## src/rtl/reg_bank.sv

```systemverilog
// Parameterised register bank with masked writes, a lock FSM gating writes, and 1-cycle reads.
// Optional per-register even parity is compiled in when REG_BANK_PARITY_EN is defined.
module reg_bank #(
  parameter int                 DATA_W   = 8,
  parameter int                 NUM_REGS = 4,
  parameter int                 ADDR_W   = 2,
  parameter logic [DATA_W-1:0]  RST_VAL  = '0
) (
  input  logic                         clk,
  input  logic                         reset_n,
  input  logic                         wr_valid,
  output logic                         wr_ready,
  input  logic [ADDR_W-1:0]            wr_addr,
  input  logic [DATA_W-1:0]            wr_data,
  input  logic [DATA_W-1:0]            wr_mask,
  input  logic                         rd_req,
  input  logic [ADDR_W-1:0]            rd_addr,
  output logic [DATA_W-1:0]            rd_data,
  output logic                         rd_valid,
  input  logic                         lock,
  output logic                         err,
  output logic [NUM_REGS*DATA_W-1:0]   regs_out,
  output logic [NUM_REGS-1:0]          upd,
  output logic                         par_err
);

  typedef enum logic {UNLOCKED = 1'b0, LOCKED = 1'b1} lock_state_e;

  localparam logic [ADDR_W:0] NUM_REGS_W = (ADDR_W + 1)'(NUM_REGS);

  lock_state_e state_q, state_d;
  logic        wr_ready_q, wr_ready_d;

  logic [DATA_W-1:0]   regs_q [NUM_REGS];
  logic [DATA_W-1:0]   regs_d [NUM_REGS];
  logic [NUM_REGS-1:0] upd_q, upd_d;

  logic [DATA_W-1:0] rd_data_q, rd_data_d;
  logic              rd_valid_q, rd_valid_d;
  logic              err_q, err_d;

  logic              wr_fire;
  logic              wr_in_range;
  logic              rd_in_range;
  logic [DATA_W-1:0] rd_word;

  // ---------------------------------------------------------------------------
  // Lock FSM; wr_ready is registered from the next state so it trails lock by one edge.
  // ---------------------------------------------------------------------------
  always_comb begin
    // NOTE: every combinational output gets a default first so no path infers a latch.
    state_d = state_q;
    case (state_q)
      UNLOCKED: if (lock)  state_d = LOCKED;
      LOCKED:   if (!lock) state_d = UNLOCKED;
      default:             state_d = UNLOCKED;
    endcase
    wr_ready_d = (state_d == UNLOCKED);
  end

  always_ff @(posedge clk or negedge reset_n) begin
    if (!reset_n) begin
      // NOTE: sequential state uses non-blocking assignment so all flops update together.
      state_q    <= UNLOCKED;
      wr_ready_q <= 1'b0;
    end else begin
      state_q    <= state_d;
      wr_ready_q <= wr_ready_d;
    end
  end

  // ---------------------------------------------------------------------------
  // Write path and read mux.
  // ---------------------------------------------------------------------------
  assign wr_fire     = wr_valid & wr_ready_q;
  assign wr_in_range = {1'b0, wr_addr} < NUM_REGS_W;
  assign rd_in_range = {1'b0, rd_addr} < NUM_REGS_W;

  always_comb begin
    regs_d = regs_q;
    upd_d  = '0;
    for (int i = 0; i < NUM_REGS; i++) begin
      if (wr_fire && wr_in_range && (wr_addr == ADDR_W'(i))) begin
        regs_d[i] = (regs_q[i] & ~wr_mask) | (wr_data & wr_mask);
        upd_d[i]  = 1'b1;
      end
    end
  end

  // Decoded rather than indexed so an out-of-range address reads as zero.
  always_comb begin
    rd_word = '0;
    for (int i = 0; i < NUM_REGS; i++) begin
      if (rd_addr == ADDR_W'(i)) rd_word = regs_q[i];
    end
  end

  always_comb begin
    rd_valid_d = rd_req;
    rd_data_d  = rd_req ? rd_word : rd_data_q;
    err_d      = (wr_fire & ~wr_in_range) | (rd_req & ~rd_in_range);
  end

  always_ff @(posedge clk or negedge reset_n) begin
    if (!reset_n) begin
      // NOTE: the bank is small and architecturally reset, so every storage flop is cleared.
      for (int i = 0; i < NUM_REGS; i++) regs_q[i] <= RST_VAL;
      upd_q      <= '0;
      rd_data_q  <= '0;
      rd_valid_q <= 1'b0;
      err_q      <= 1'b0;
    end else begin
      regs_q     <= regs_d;
      upd_q      <= upd_d;
      rd_data_q  <= rd_data_d;
      rd_valid_q <= rd_valid_d;
      err_q      <= err_d;
    end
  end

  // ---------------------------------------------------------------------------
  // Optional even parity: one stored bit per register, checked on each in-range read.
  // ---------------------------------------------------------------------------
`ifdef REG_BANK_PARITY_EN
  logic [NUM_REGS-1:0] par_q, par_d;
  logic                par_err_q, par_err_d;
  logic                rd_par;

  always_comb begin
    par_d = par_q;
    for (int i = 0; i < NUM_REGS; i++) begin
      if (upd_d[i]) par_d[i] = ^regs_d[i];
    end
  end

  always_comb begin
    rd_par = 1'b0;
    for (int i = 0; i < NUM_REGS; i++) begin
      if (rd_addr == ADDR_W'(i)) rd_par = par_q[i];
    end
    par_err_d = rd_req & rd_in_range & (rd_par != ^rd_word);
  end

  always_ff @(posedge clk or negedge reset_n) begin
    if (!reset_n) begin
      par_q     <= {NUM_REGS{^RST_VAL}};
      par_err_q <= 1'b0;
    end else begin
      par_q     <= par_d;
      par_err_q <= par_err_d;
    end
  end

  assign par_err = par_err_q;
`else
  assign par_err = 1'b0;
`endif

  // ---------------------------------------------------------------------------
  // Outputs, all straight from flops.
  // ---------------------------------------------------------------------------
  for (genvar g = 0; g < NUM_REGS; g++) begin : g_flat
    assign regs_out[g*DATA_W +: DATA_W] = regs_q[g];
  end

  assign wr_ready = wr_ready_q;
  assign upd      = upd_q;
  assign rd_data  = rd_data_q;
  assign rd_valid = rd_valid_q;
  assign err      = err_q;

endmodule
```

## config.mk

```make
export PLATFORM = sky130hd
export DESIGN_NAME = reg_bank
export DESIGN_NICKNAME = d
export VERILOG_FILES = /design/src/rtl/reg_bank.sv
export SDC_FILE = /design/constraint.sdc
export NUM_CORES = 1
export LEC_CHECK = 0
export BUFFER_PORTS_ARGS = -buffer_cell sky130_fd_sc_hd__buf_2
export CORE_MARGIN = 3
export CORE_UTILIZATION = 40
export DETAILED_ROUTE_END_ITERATION = 8
export PLACE_DENSITY = 0.69
export SETUP_SLACK_MARGIN = 0.2
export SLEW_MARGIN = 20
export SYNTH_ARGS = -nofsm -noshare
export SYNTH_HDL_FRONTEND = slang
export SYNTH_SLANG_ARGS = --single-unit
```

## constraint.sdc

```tcl
create_clock -name clk -period 1.4 [get_ports clk]
set_clock_uncertainty 0.2 [all_clocks]
set_input_delay 0.14 -clock clk [delete_from_list [all_inputs] [get_ports clk]]
set_output_delay 0.14 -clock clk [all_outputs]
set_load 0.02 [all_outputs]
```

==> results.toml, run 1 <==
[run_status]
status = "complete, but fails checks"
violations = "hold timing, setup timing"

[routing]
vias = 1700
drcViolationCount = 0
dr.pass1.iters = 4
drtIter0Drc = 81
ant_nets = 0
vias_per_cell = 4.942
wl_um = 5882
routedWlPerCell_um = 17.10

[floorplanning]
die_h_um = 78.71
die_x_um = 78.71
ioPinCount = 73
rows = 25
dieArea_um2 = 6194
start_util = 0.4306
core_um2 = 4911

[synthesis]
synth_warnings = 0
syn_area_per_cell_um2 = 12.59
ys_seq_area_frac = 0.5444
synth.cell_area_um2 = 2115
synth_simple_gate_area_frac = 0.09586
synthXorXnorAreaFrac = 0
synth_cell_types = 16
synth_top_area_frac = 0.5444
synthArstFlopShare = 1.000
synth_flop_cell = "dfrtp_1"
synth_area_leader_cell = "dfrtp_1"
synth.mux.area_fraction = 0.2651
synth_top_family_by_area = "multiplexers"
synth_edf_count = 0
synth_fa_ha_area_frac = 0
synth_area_leaders = "dfrtp_1, mux2_2, nand2_1, mux2_4, mux2i_1"
syn_inst = 168
synth_compound_area_frac = 0.03314
ys_ff_latch = 46

[sta]
setup_ws_ns = -0.04764
tns_ns = -0.5394
fin_crit_sh = 1.034
worst_pin_slew_ns = 0.5737
slew_headroom = 0.6158
hold_viol_final = 9
fmax_mhz = 690.8
setup_viol = 28
fin_worst_hold_slack_ns = -0.008255
grt_setup_unrepaired = "yes"
slew_violations = 0
post-route-min-period_ns = 1.448

[global_routing]
grt-ovfl-total = 0
grt_max_degree = 47
antenna_found_initial = 0
grt_pass1_wl_um = 9170
gr-usage-all-layers = 0.1936
grt_pass1_vias = 1775

[power]
p_leak_nw = 1.645
peakVddDrop_uv = 738.4
cellPowerDensity_nw_per_um2 = 1372

[clock_tree]
clock_sinks = 46
tritoncts = "yes"
clk_latency_ns = 0.30
cts_hold_buf = 11
htree_levels = 2
cts_made_buffers = 5
cts_root_buf = "clkbuf_8"
clkTransAtPathRegs_ns = 0.08
clock_path_buffers = 2

[setup_path]
cp-end-kind = "register"
worstSetupStartpoint = "wr_ready"
worst-setup-path-type = "reg -> reg"
worstReg2RegStart = "wr_ready"
path_max_fanout = 9
cp_data_required_time_ns = 1.39
worstPathArrival_ns = 1.44
r2r_cells = 3
crit_path_start_kind = "register"
r2r_setup_slack_ns = -0.05

[final_layout]
syn2layout_area_growth_pct = 58.99
n_antenna_cell = 0
layout-drive-gt1-share = 0.6426
nets = 301

[flow_run]
max_cap_violations = 0

[placement]
port-buffer-count = 70
dp_hpwl_um = 3447
gp_congestion = 0.7796

[hold_path]
hold_path.class = "in -> reg"
-- cells in the final DEF, fill, tap and decap left out --
cell           synthesis  layout
dfrtp_1               46      44
nand2_2                0      16
dlygate4sd3_1          0      11
and4b_4                0       2
conb_1                 1       2
clkinv_4               0       1
and4_4                 0       1
clkbuf_1               0       1
buf_6                  6      46
clkinv_2               0       1
mux2i_2                0       1
mux2i_1                8       7
and4bb_4               0       1
nand2_1               41      25
clkbuf_8               0       5
dfrtp_2                0       2
buf_2                  2      24
inv_1                  9       9
mux2_2                27      15
buf_4                  2      27
o221ai_2               0       8
mux2_4                 8      25
buf_12                 0       2
nor2b_2                0       1
-- worst min-delay path by stage --
stage | from | end | slack (ns) | cells after the start
2_1_floorplan | reset_n | asynchronous set/reset pin | -0.36 | 0
3_3_place_gp | reset_n | rd_data[6] | -0.06 | 2
3_5_place_dp | reset_n | rd_data[6] | -0.06 | 2
4_1_cts | wr_mask[4] | register | -0.02 | 3
5_1_grt | wr_mask[1] | register | -0.02 | 3
6_report | wr_mask[0] | register | -0.008 | 3
-- cell type report --
| type | count | area, um2 |
|---|---|---|
| clock buffer | 6 | 72.57 |
| inverter | 9 | 33.78 |
| timing repair buffer | 110 | 991.0 |
| sequential | 46 | 1154 |
| fill | 380 | 1549 |
| clock inverter | 2 | 13.76 |
| tap | 67 | 83.83 |
| multi-input combinational | 104 | 1013 |
-- cells by family after synthesis --
family,after synthesis
AOI/OAI and AO/OA,8
buffers and inverters,19
DFF,46
muxes,48
other,1
and+or+nand+nor,46
-- layer usage --
layer	GRT usage	part of all wire	vias up	wire (um)
met1	0.2593	0.43	834	2532
met5	0	0	-	0
met4	0.06119	0.010	0	60
met3	0.05669	0.070	7	409
li1	-	-	783	-
met2	0.3022	0.49	76	2879
-- Yosys cell counts, types with 2 or more instances --
cell,number
buf_2,2
dfrtp_1,46
o221ai_1,8
mux2_1,5
inv_1,9
buf_6,6
mux2_4,8
and4b_1,2
mux2_2,27
mux2i_1,8
buf_4,2
nand2_1,41
-- critical path, stage by stage, from the launching register on --
cell	delay (ns)
dfrtp_2	0.40
and4bb_4	0.34
nand2_1	0.10
mux2_4	0.30
-- where the power goes --
| group | total (W) | switching (W) | internal, W |
|---|---|---|---|
| Sequential | 0.00187 | 0.000267 | 0.00160 |
| Combinational | 0.00194 | 0.000812 | 0.00113 |
| Clock | 0.000803 | 0.000451 | 0.000353 |
| Total | 0.00461 | 0.00153 | 0.00308 |
-- through the flow --
step	cells	util	setup WS [ns]	instance area, um2	total power [W]
5_1_grt	344	0.6846	-0.1058	3362	0.004869
4_1_cts	338	0.6433	-0.03221	3159	0.004408
3_5_place_dp	301	0.5182	-0.2286	2545	0.003049
6_report	344	0.6846	-0.04764	3362	0.004614
3_3_place_gp	301	0.5182	-0.1942	2545	0.003029
2_1_floorplan	169	-	-0.06078	2141	0.002575
-- repair_timing --
action / 4_1_cts / 5_1_grt
gates cloned: 0 / 0
hold endpoints to repair: 79 / 13
setup buffers: 18 / 6
endpoints found under the setup margin: 73 / 86
resized for setup: 92 / 44
No activity file was read; power rests on OpenSTA's default activity.
==> run 2, diff against run 1 <==
--- a/config.mk
+++ b/config.mk
@@ -10,6 +10,7 @@
 export CORE_UTILIZATION = 40
 export DETAILED_ROUTE_END_ITERATION = 8
 export PLACE_DENSITY = 0.69
+export REMOVE_ABC_BUFFERS = 1
 export SETUP_SLACK_MARGIN = 0.2
 export SLEW_MARGIN = 20
 export SYNTH_ARGS = -nofsm -noshare
==> results.toml, run 2 (synthesis results as in run 1) <==
[floorplanning]
start_util = 0.4306
dieArea_um2 = 6194
ioPinCount = 73
rows = 25
die_h_um = 78.71
core_um2 = 4911
die_x_um = 78.71

[clock_tree]
clock_sinks = 46
cts_root_buf = "clkbuf_8"
tritoncts = "yes"
cts_hold_buf = 10
cts_made_buffers = 5
clock_path_buffers = 2
clk_latency_ns = 0.30
htree_levels = 2
clkTransAtPathRegs_ns = 0.09

[placement]
dp_hpwl_um = 3491
dp.cells = 303
gp_congestion = 0.8280
port-buffer-count = 70
dpl_cell_area_um2 = 2537

[routing]
routedWlPerCell_um = 18.10
dr.pass1.iters = 4
vias_per_cell = 5.081
drtIter0Drc = 105
wl_um = 6281
ant_nets = 0
vias = 1763
drcViolationCount = 0

[setup_path]
crit_path_start_kind = "register"
cp_cell_sequence = "and4b_2, nand2_1, mux2_4"
worst-setup-path-type = "reg -> reg"
path_max_fanout = 8
slowest_delay_ns = 0.45
cp_data_required_time_ns = 1.39
cp-end-kind = "register"
timing.critical_path.buf_inv = 0
critPathTopFamily = "simple AND/OR/NAND/NOR gates"
crit_slowest_cell = "dfrtp_2"
worstPathArrival_ns = 1.53

[sta]
tns_ns = -2.329
setup_ws_ns = -0.1373
grt_setup_unrepaired = "yes"
slew_headroom = 0.5767
fin_crit_sh = 1.098
fin_worst_hold_slack_ns = -0.01848
slew_violations = 0
worst_pin_slew_ns = 0.6321
hold_viol_final = 3
fmax_mhz = 650.5
post-route-min-period_ns = 1.537
setup_viol = 33

[power]
peakVddDrop_uv = 907.3
cellPowerDensity_nw_per_um2 = 1361
p_int_w = 0.003118
seqPwrFrac = 0.401
switching_power_w = 0.001536
swShare = 0.3300
p_comb_frac = 0.420
p_leak_nw = 1.667
p_total_w = 0.004654
pwr-share-clk = 0.179

[final_layout]
instances_no_fill = 347
mostFrequentLayoutCells = "buf_6, dfrtp_1, buf_2"
final_common_cell = "buf_6"
nets = 304
utilization = 0.6966
n_antenna_cell = 0
layout-drive-gt1-share = 0.6750
final_cell_area_um2 = 3421
syn2layout_area_growth_pct = 61.78

[global_routing]
grt_pass1_wl_um = 9459
antenna_found_initial = 0
grt_pass1_vias = 1757
gr-usage-all-layers = 0.1987
grt_max_degree = 35
grt-ovfl-total = 0

[run_status]
violations = "hold timing, setup timing"
status = "complete, but fails checks"

[flow_run]
max_cap_violations = 0

[hold_path]
hold_path.class = "in -> reg"
[run 2: changes by cell type in the layout (fill, tap and decap cells not counted), sizes merged]
cell / before / now
and4b: 2 / 4
and4bb: 1 / 2
buf: 99 / 100
clkbuf: 6 / 7
clkinv: 2 / 1
dlygate4sd3: 11 / 10
[run 2: worst paths after layout]
kind	start	endpoint	slack (ns)	cells past startpoint
setup / recovery	wr_ready	register	-0.14	3
hold / removal	wr_mask[5]	register	-0.02	3
setup reg to reg	wr_ready	register	-0.14	3
hold reg to reg	register	register	0.37	1
max in group asynchronous	reset_n	wr_ready	0.43	3
min in group asynchronous	reset_n	rd_data[4]	0.06	2
[run 2: power groups by stage]
stage	Clock (W)	Combinational (W)	Sequential, W
floorplan	0	0.000389	0.00213
global placement	0	0.00119	0.00182
global route	0.000909	0.00206	0.00190
finish	0.000835	0.00195	0.00187
CTS	0.000835	0.00155	0.00181
detailed placement	0	0.00120	0.00182
[run 2: per-layer routing]
metal	part of all wire	global-route usage	routed length, um
met5	0	0	0
met4	0.011	0.04720	68
met3	0.060	0.05102	375
met2	0.50	0.3166	3156
met1	0.43	0.2725	2681
[run 2: tightest hold or removal path, cell delays in order]
cell and delay, ns:
buf_2 0.13, nand2_1 0.06, mux2_1 0.12
[run 2: per-stage QoR]
stage	setup WS, ns	hold WS [ns]
floorplan	-0.1209	-0.3556
global route	-0.1884	-0.004418
detailed placement	-0.2034	-0.1450
global placement	-0.1702	-0.1442
CTS	-0.05915	-0.01386
finish	-0.1373	-0.01848
[run 2: layout make-up]
type / instances / area, um2
repair buffers: 110 / 984.7
clock inverters: 1 / 5.005
multi-input cells: 107 / 1075
flip-flops and latches: 46 / 1152
clock buffers: 7 / 86.33
well taps: 67 / 83.83
fillers: 323 / 1490
inverters: 9 / 33.78
[run 2: repair_timing]
action / CTS / global route
endpoints found under the setup margin: 56 / 86
gates resized for setup: 62 / 90
gates cloned: 3 / 0
pin swaps: 23 / 5
setup buffers: 17 / 6
endpoints found under the hold margin: 79 / 1
